--- config.mk ---
export PLATFORM = sky130hd
export DESIGN_NAME = mmio_responder
export DESIGN_NICKNAME = d
export VERILOG_FILES = /design/src/rtl/mmio_responder_pkg.sv /design/src/rtl/mmio_responder_timer.sv /design/src/rtl/mmio_responder.sv
export SDC_FILE = /design/constraint.sdc
export NUM_CORES = 1
export LEC_CHECK = 0
export BUFFER_PORTS_ARGS = -buffer_cell sky130_fd_sc_hd__buf_2
export CAP_MARGIN = 10
export CORE_AREA = 2 2 161 163
export DETAILED_ROUTE_END_ITERATION = 16
export DIE_AREA = 0 0 163 165
export PLACE_DENSITY = 0.71
export SYNTH_ARGS = -nofsm -noshare
export SYNTH_HDL_FRONTEND = slang
export SYNTH_HIERARCHICAL = 1
export SYNTH_SLANG_ARGS = --single-unit
--- constraint.sdc ---
create_clock -name clk -period 3.5 [get_ports clk]
set_clock_uncertainty 0.1 [all_clocks]
set_input_delay 0.7 -clock clk [delete_from_list [all_inputs] [get_ports clk]]
set_output_delay 0.7 -clock clk [all_outputs]
set_load 0.01 [all_outputs]
--- src/rtl/mmio_responder_pkg.sv ---
// Shared types for the dmem bus and the IO window: access opcodes, register
// offsets, timer control layout and the load extension helper.
package mmio_responder_pkg;

    typedef logic [31:0] word_t;

    typedef enum logic [3:0] {
        LOAD_STORE_NONE    = 4'd0,
        LOAD_BYTE          = 4'd1,
        LOAD_HALF          = 4'd2,
        LOAD_WORD          = 4'd3,
        LOAD_BYTE_UNSIGNED = 4'd4,
        LOAD_HALF_UNSIGNED = 4'd5,
        STORE_BYTE         = 4'd6,
        STORE_HALF         = 4'd7,
        STORE_WORD         = 4'd8
    } mem_op_t;

    typedef enum logic [1:0] {
        SZ_BYTE = 2'd0,
        SZ_HALF = 2'd1,
        SZ_WORD = 2'd2
    } acc_size_t;

    localparam logic [11:0] MMIO_GPIO_OUT   = 12'h000;
    localparam logic [11:0] MMIO_GPIO_TRI   = 12'h004;
    localparam logic [11:0] MMIO_GPIO_IN    = 12'h008;
    localparam logic [11:0] MMIO_TMR_COUNT  = 12'h010;
    localparam logic [11:0] MMIO_TMR_CMP    = 12'h014;
    localparam logic [11:0] MMIO_TMR_CTRL   = 12'h018;
    localparam logic [11:0] MMIO_IRQ_STATUS = 12'h01C;

    typedef struct packed {
        logic reload;
        logic ie;
        logic en;
    } tmr_ctrl_t;

    function automatic logic is_load(input mem_op_t op);
        return (op == LOAD_BYTE) || (op == LOAD_HALF) || (op == LOAD_WORD) ||
               (op == LOAD_BYTE_UNSIGNED) || (op == LOAD_HALF_UNSIGNED);
    endfunction

    function automatic logic is_store(input mem_op_t op);
        return (op == STORE_BYTE) || (op == STORE_HALF) || (op == STORE_WORD);
    endfunction

    function automatic acc_size_t access_size(input mem_op_t op);
        acc_size_t sz;
        case (op)
            LOAD_BYTE, LOAD_BYTE_UNSIGNED, STORE_BYTE: sz = SZ_BYTE;
            LOAD_HALF, LOAD_HALF_UNSIGNED, STORE_HALF: sz = SZ_HALF;
            default:                                   sz = SZ_WORD;
        endcase
        return sz;
    endfunction

    // Picks the addressed lane out of an aligned word and extends it to 32 bits.
    function automatic word_t load_extend(input mem_op_t op, input logic [1:0] off,
                                          input word_t word);
        logic [7:0]  b;
        logic [15:0] h;
        word_t       r;
        case (off)
            2'd0:    b = word[7:0];
            2'd1:    b = word[15:8];
            2'd2:    b = word[23:16];
            default: b = word[31:24];
        endcase
        h = off[1] ? word[31:16] : word[15:0];
        case (op)
            LOAD_BYTE:          r = {{24{b[7]}}, b};
            LOAD_BYTE_UNSIGNED: r = {24'd0, b};
            LOAD_HALF:          r = {{16{h[15]}}, h};
            LOAD_HALF_UNSIGNED: r = {16'd0, h};
            LOAD_WORD:          r = word;
            default:            r = '0;
        endcase
        return r;
    endfunction

endpackage

--- src/rtl/mmio_responder_timer.sv ---
// 32-bit compare timer: free-running count with optional auto-reload on
// match, sticky pending flag (write-one-to-clear) and a level interrupt.
module mmio_responder_timer
    import mmio_responder_pkg::*;
(
    input  logic        clk,
    input  logic        resetn,
    input  logic        count_we,
    input  logic [31:0] count_wdata,
    input  logic        cmp_we,
    input  logic [31:0] cmp_wdata,
    input  logic        ctrl_we,
    input  logic [2:0]  ctrl_wdata,
    input  logic        pend_clr,
    output logic [31:0] count,
    output logic [31:0] cmp,
    output logic [2:0]  ctrl,
    output logic        pend,
    output logic        irq
);

    logic [31:0] count_q, count_d;
    logic [31:0] cmp_q, cmp_d;
    tmr_ctrl_t   ctrl_q, ctrl_d;
    logic        pend_q, pend_d;
    logic        match;

    always_ff @(posedge clk or negedge resetn) begin
        if (!resetn) begin
            count_q <= '0;
            cmp_q   <= '0;
            ctrl_q  <= '0;
            pend_q  <= 1'b0;
        end else begin
            count_q <= count_d;
            cmp_q   <= cmp_d;
            ctrl_q  <= ctrl_d;
            pend_q  <= pend_d;
        end
    end

    always_comb begin
        match  = ctrl_q.en && (count_q == cmp_q);
        cmp_d  = cmp_we ? cmp_wdata : cmp_q;
        ctrl_d = ctrl_we ? tmr_ctrl_t'(ctrl_wdata) : ctrl_q;

        // A software write to COUNT overrides both increment and reload.
        count_d = count_q;
        if (count_we) begin
            count_d = count_wdata;
        end else if (ctrl_q.en) begin
            count_d = (match && ctrl_q.reload) ? 32'd0 : count_q + 32'd1;
        end

        // Set has priority so a match is never lost to a coincident clear.
        pend_d = pend_q;
        if (pend_clr) begin
            pend_d = 1'b0;
        end
        if (match) begin
            pend_d = 1'b1;
        end
    end

    assign count = count_q;
    assign cmp   = cmp_q;
    assign ctrl  = ctrl_q;
    assign pend  = pend_q;
    assign irq   = pend_q & ctrl_q.ie;

endmodule

--- src/rtl/mmio_responder.sv ---
// IO-window responder on the dmem bus: GPIO out/tristate/in registers and a
// compare timer, with one-cycle registered load data and fault pulse.
module mmio_responder
    import mmio_responder_pkg::*;
#(
    parameter logic [31:0] BASE_ADDR   = 32'h0000_1000,
    parameter logic [31:0] TRI_RESET   = 32'hFFFF_0000,
    parameter int          SYNC_STAGES = 2
) (
    input  logic        clk,
    input  logic        resetn,
    input  mem_op_t     dmem_op,
    input  logic [31:0] dmem_addr,
    input  logic [31:0] dmem_wdata,
    output logic [31:0] dmem_rdata,
    output logic        dmem_error,
    input  logic [31:0] gpio_i,
    output logic [31:0] gpio_o,
    output logic [31:0] gpio_t,
    output logic        interrupt
);

    logic [31:0] gpio_out_q, gpio_out_d;
    logic [31:0] gpio_tri_q, gpio_tri_d;
    logic [31:0] sync_q [SYNC_STAGES];
    logic [31:0] sync_d [SYNC_STAGES];
    logic [31:0] rdata_q, rdata_d;
    logic        error_q, error_d;

    logic        sel, ld, st, misaligned, mapped, fault, wr;
    logic [11:0] offset;
    acc_size_t   size;
    logic [3:0]  be;
    logic [31:0] wdata_shift, lane_mask, read_word, merged;

    logic [31:0] tmr_count, tmr_cmp;
    logic [2:0]  tmr_ctrl;
    logic        tmr_pend, tmr_irq;

    assign offset = dmem_addr[11:0];
    assign size   = access_size(dmem_op);

    genvar gi;

    // Pad input synchronizer chain; the last stage is what software reads.
    generate
        for (gi = 0; gi < SYNC_STAGES; gi++) begin : g_sync
            if (gi == 0) begin : g_first
                assign sync_d[gi] = gpio_i;
            end else begin : g_rest
                assign sync_d[gi] = sync_q[gi-1];
            end
            always_ff @(posedge clk or negedge resetn) begin
                if (!resetn) begin
                    sync_q[gi] <= '0;
                end else begin
                    sync_q[gi] <= sync_d[gi];
                end
            end
        end
    endgenerate

    generate
        for (gi = 0; gi < 4; gi++) begin : g_lane
            assign lane_mask[8*gi +: 8] = {8{be[gi]}};
        end
    endgenerate

    always_comb begin
        sel = (dmem_op != LOAD_STORE_NONE) && (dmem_addr[31:12] == BASE_ADDR[31:12]);
        ld  = is_load(dmem_op);
        st  = is_store(dmem_op);

        case (size)
            SZ_WORD: misaligned = (dmem_addr[1:0] != 2'b00);
            SZ_HALF: misaligned = dmem_addr[0];
            default: misaligned = 1'b0;
        endcase

        mapped    = 1'b1;
        read_word = '0;
        case ({offset[11:2], 2'b00})
            MMIO_GPIO_OUT:   read_word = gpio_out_q;
            MMIO_GPIO_TRI:   read_word = gpio_tri_q;
            MMIO_GPIO_IN:    read_word = sync_q[SYNC_STAGES-1];
            MMIO_TMR_COUNT:  read_word = tmr_count;
            MMIO_TMR_CMP:    read_word = tmr_cmp;
            MMIO_TMR_CTRL:   read_word = {29'd0, tmr_ctrl};
            MMIO_IRQ_STATUS: read_word = {31'd0, tmr_pend};
            default:         mapped    = 1'b0;
        endcase

        fault = sel && (misaligned || !mapped);
        wr    = sel && st && !fault;

        case (size)
            SZ_BYTE: begin
                wdata_shift = {4{dmem_wdata[7:0]}};
                be          = 4'b0001 << dmem_addr[1:0];
            end
            SZ_HALF: begin
                wdata_shift = {2{dmem_wdata[15:0]}};
                be          = dmem_addr[1] ? 4'b1100 : 4'b0011;
            end
            default: begin
                wdata_shift = dmem_wdata;
                be          = 4'b1111;
            end
        endcase

        // Sub-word stores keep the untouched lanes of the current value.
        merged = (read_word & ~lane_mask) | (wdata_shift & lane_mask);
    end

    logic we_out, we_tri, we_count, we_cmp, we_ctrl, we_status;

    always_comb begin
        we_out    = wr && ({offset[11:2], 2'b00} == MMIO_GPIO_OUT);
        we_tri    = wr && ({offset[11:2], 2'b00} == MMIO_GPIO_TRI);
        we_count  = wr && ({offset[11:2], 2'b00} == MMIO_TMR_COUNT);
        we_cmp    = wr && ({offset[11:2], 2'b00} == MMIO_TMR_CMP);
        we_ctrl   = wr && ({offset[11:2], 2'b00} == MMIO_TMR_CTRL);
        we_status = wr && ({offset[11:2], 2'b00} == MMIO_IRQ_STATUS);

        gpio_out_d = we_out ? merged : gpio_out_q;
        gpio_tri_d = we_tri ? merged : gpio_tri_q;

        rdata_d = (sel && ld && !fault) ? load_extend(dmem_op, dmem_addr[1:0], read_word) : '0;
        error_d = fault;
    end

    always_ff @(posedge clk or negedge resetn) begin
        if (!resetn) begin
            gpio_out_q <= '0;
            gpio_tri_q <= TRI_RESET;
            rdata_q    <= '0;
            error_q    <= 1'b0;
        end else begin
            gpio_out_q <= gpio_out_d;
            gpio_tri_q <= gpio_tri_d;
            rdata_q    <= rdata_d;
            error_q    <= error_d;
        end
    end

    // Pend clears only when lane 0 is actually written with bit 0 set.
    mmio_responder_timer u_timer (
        .clk         (clk),
        .resetn      (resetn),
        .count_we    (we_count),
        .count_wdata (merged),
        .cmp_we      (we_cmp),
        .cmp_wdata   (merged),
        .ctrl_we     (we_ctrl),
        .ctrl_wdata  (merged[2:0]),
        .pend_clr    (we_status && be[0] && wdata_shift[0]),
        .count       (tmr_count),
        .cmp         (tmr_cmp),
        .ctrl        (tmr_ctrl),
        .pend        (tmr_pend),
        .irq         (tmr_irq)
    );

    assign dmem_rdata = rdata_q;
    assign dmem_error = error_q;
    assign gpio_o     = gpio_out_q;
    assign gpio_t     = gpio_tri_q;
    assign interrupt  = tmr_irq;

endmodule

==> impl_metrics.tcl <==
set metrics [dict create \
    status "finished, final reports clean" \
    clock_path_buffers 3 \
    critical_path_arrival_ps 3260 \
    yosys_warnings 6 \
    maxSlewViolCount 0 \
    ys_seq_area_share_pct 46.23 \
    syn_inst 1185 \
    syn_nets 1288 \
    fill_cells 2098 \
    start_util_pct 49.69 \
    drc 0 \
    clockRootBuffer "clkbuf_16" \
    dp_hpwl_mm 31.74 \
    ctsResizeCount 0 \
    synth_edf_count 0 \
    vias_per_cell 6.339 \
    syn-cell-area_mm2 0.01244 \
    routed_wl_mm 43.43 \
    drive_gt1_share_pct 32.81 \
    wl_per_cell_um 25.07 \
    required_ps 3900 \
    path_max_fanout 13 \
    core-area_mm2 0.02504 \
    drv_cap 0 \
    clkSinkCount 229 \
    tns_ps 0 \
    grt-ovfl-total 0 \
    maxSlewHeadroom_pct 29.16 \
    grt_use_total_pct 32.07 \
    period_share_pct 81.90 \
    grt_pass1_wl_mm 64.58 \
    pwr_density_cell_mw_per_mm2 398.6 \
    criticalPathCategory "in -> reg" \
    gp_congestion 0.9824 \
    grt_start_max_net_pins 82 \
    tightest_slew_ps 1051 \
    synth_area_leaders "dfrtp_1 43%, mux2_2 9.1%, dfstp_2 3.4%" \
    timing.final.ws_setup_ps 633.6 \
    htreeDepth 1 \
    cts_tree "yes" \
    rsz0062_at_grt "false" \
    cts-buffers-inserted 26 \
    yosys.cell_count.top_type "dfrtp_1" \
    pre_cts_ws_ps 139.0 \
    n_antenna_cell 0 \
    first_pass_iters 6 \
    synth_top_cell_area_share_pct 42.85 \
    first_global_vias 10419 \
    final_util_pct 59.59 \
    yosys.area.top_type "dfrtp_1" \
    finalNetCount 1485 \
    ys_ff_latch 229 \
    drt-initial-drc-count 1357 \
    period_needed_ps 2866 \
    p_total_mw 5.947 \
    finalHoldViolCount 0 \
    synthArstFlopShare_pct 100.0 \
    ys_top_cells_by_count "213 x dfrtp_1, 100 x mux2_2, 89 x nand2_1" \
    vias 10980 \
    ioPinCount 200 \
    end_kind "flop" \
    start_kind "input port" \
    io_buffers 199 \
    ir_drop_mv 0.5142 \
    syn_to_final_growth_pct 19.93 \
    die_w_um 163 \
    synth_cell_type_count 80 \
    hold_class "in -> async" \
    postCtsHoldBufs 0 \
    synth_ff_type "dfrtp_1" \
    clock_latency_ps 560 \
    post-cts-setup-buffers 0 \
    syn_area_per_cell_um2 10.50 \
    ant_nets 0 \
    cellLeakagePower_nw 7.132 \
    antenna_found_initial 0 \
    clk_transition_reported_paths_ps 60 \
    fp-row-count 58 \
    fmax_mhz 348.9 \
    setup_viol 0 \
    die-area_mm2 0.02690 \
    die_h_um 165 \
]
layout make-up:
class                      instances  area, um2  area share [%]
clock buffer                      38      755.7           5.066
multi-input combinational        837       6178           41.42
tap                              330      412.9           2.768
sequential                       229       5751           38.55
timing repair buffer             262       1617           10.84
inverter                          26      97.59          0.6542
clock inverter                    10      106.4          0.7129
final timing paths:
path,startpoint,to,slack [ps],cells after the start
min,resetn,u_timer/count[26],30,1
max in group asynchronous,resetn,gpio_t[31],2420,2
min reg2reg,sync_d[12],sync_q[12],240,0
min in group clk,gpio_i[24],sync_d[24],140,1
max reg2reg,u_timer/count[15],gpio_t[15],760,6
max,dmem_op[1],u_timer/cmp[14],630,7
sequential cells by signal, indices dropped and copies added, names as in the netlist:
signal and count:
dmem_error 1, dmem_rdata 32, sync_d 32, gpio_o 32, u_timer/count 32, u_timer/pend 1
sync_q 32, u_timer/ctrl 3, u_timer/cmp 32, gpio_t 32
critical path, stage by stage:
cell,delay [ps]
buf_2,200
or3b_2,500
a21oi_1,260
o21ai_0,110
nand2_1,340
mux2i_1,840
mux2_2,300
power breakdown:
group	leakage [nW]	internal, mW	switching, mW
Combinational	3.81	0.178	0.358
Sequential	2.89	2.69	0.0188
Clock	0.424	1.58	1.13
per-stage QoR:
stage / area [um2] / hold WS, ps / instances
finish: 14920 / 25.94 / 1732
global route: 14920 / 82.80 / 1732
CTS: 14920 / 56.03 / 1732
detailed placement: 14060 / 234.7 / 1684
global placement: 14060 / 231.8 / 1684
floorplan: 12450 / 231.2 / 1185
metal layers:
layer	track usage [%]	wire [um]
met1	44.71	17790
met2	48.94	19560
met3	5.676	3925
met4	14.64	2150
met5	0	0
logic make-up (layout without fill, tap and decap cells):
| logic type | Yosys count | count (layout) | synth area share (%) |
|---|---|---|---|
| flip-flops | 229 | 229 | 46.23 |
| AND/OR/NAND/NOR | 378 | 378 | 17.50 |
| AO/OA/AOI/OAI | 260 | 260 | 14.31 |
| adder cells (fa/ha/maj) | 1 | 1 | 0.1006 |
| XOR/XNOR | 26 | 26 | 1.831 |
| multiplexers | 172 | 172 | 15.65 |
| buffers and inverters | 119 | 336 | 4.375 |
layout by cell type (no fill, tap or decap), drive strengths merged, types with 5 or more instances in the layout:
master | Yosys | routed
a211oi | 6 | 6
a21o | 21 | 21
a21oi | 50 | 50
a22o | 8 | 8
a22oi | 26 | 26
a31oi | 19 | 19
and3 | 38 | 38
and3b | 18 | 18
and4 | 5 | 5
buf | 37 | 262
clkbuf | 55 | 38
clkinv | 1 | 8
dfrtp | 213 | 213
dfstp | 16 | 16
inv | 25 | 26
mux2 | 130 | 130
mux2i | 40 | 40
nand2 | 90 | 90
nand2b | 20 | 20
nand3 | 40 | 40
nand3b | 8 | 8
nand4 | 22 | 22
nor2 | 41 | 41
nor2b | 10 | 10
nor3 | 13 | 13
nor3b | 11 | 11
nor4 | 36 | 36
nor4b | 9 | 9
o2111ai | 7 | 7
o211ai | 8 | 8
o21ai | 33 | 33
o21bai | 8 | 8
o22ai | 31 | 31
o2bb2ai | 5 | 5
o311ai | 10 | 10
xnor2 | 26 | 26
No activity file was read; power rests on OpenSTA's default activity.
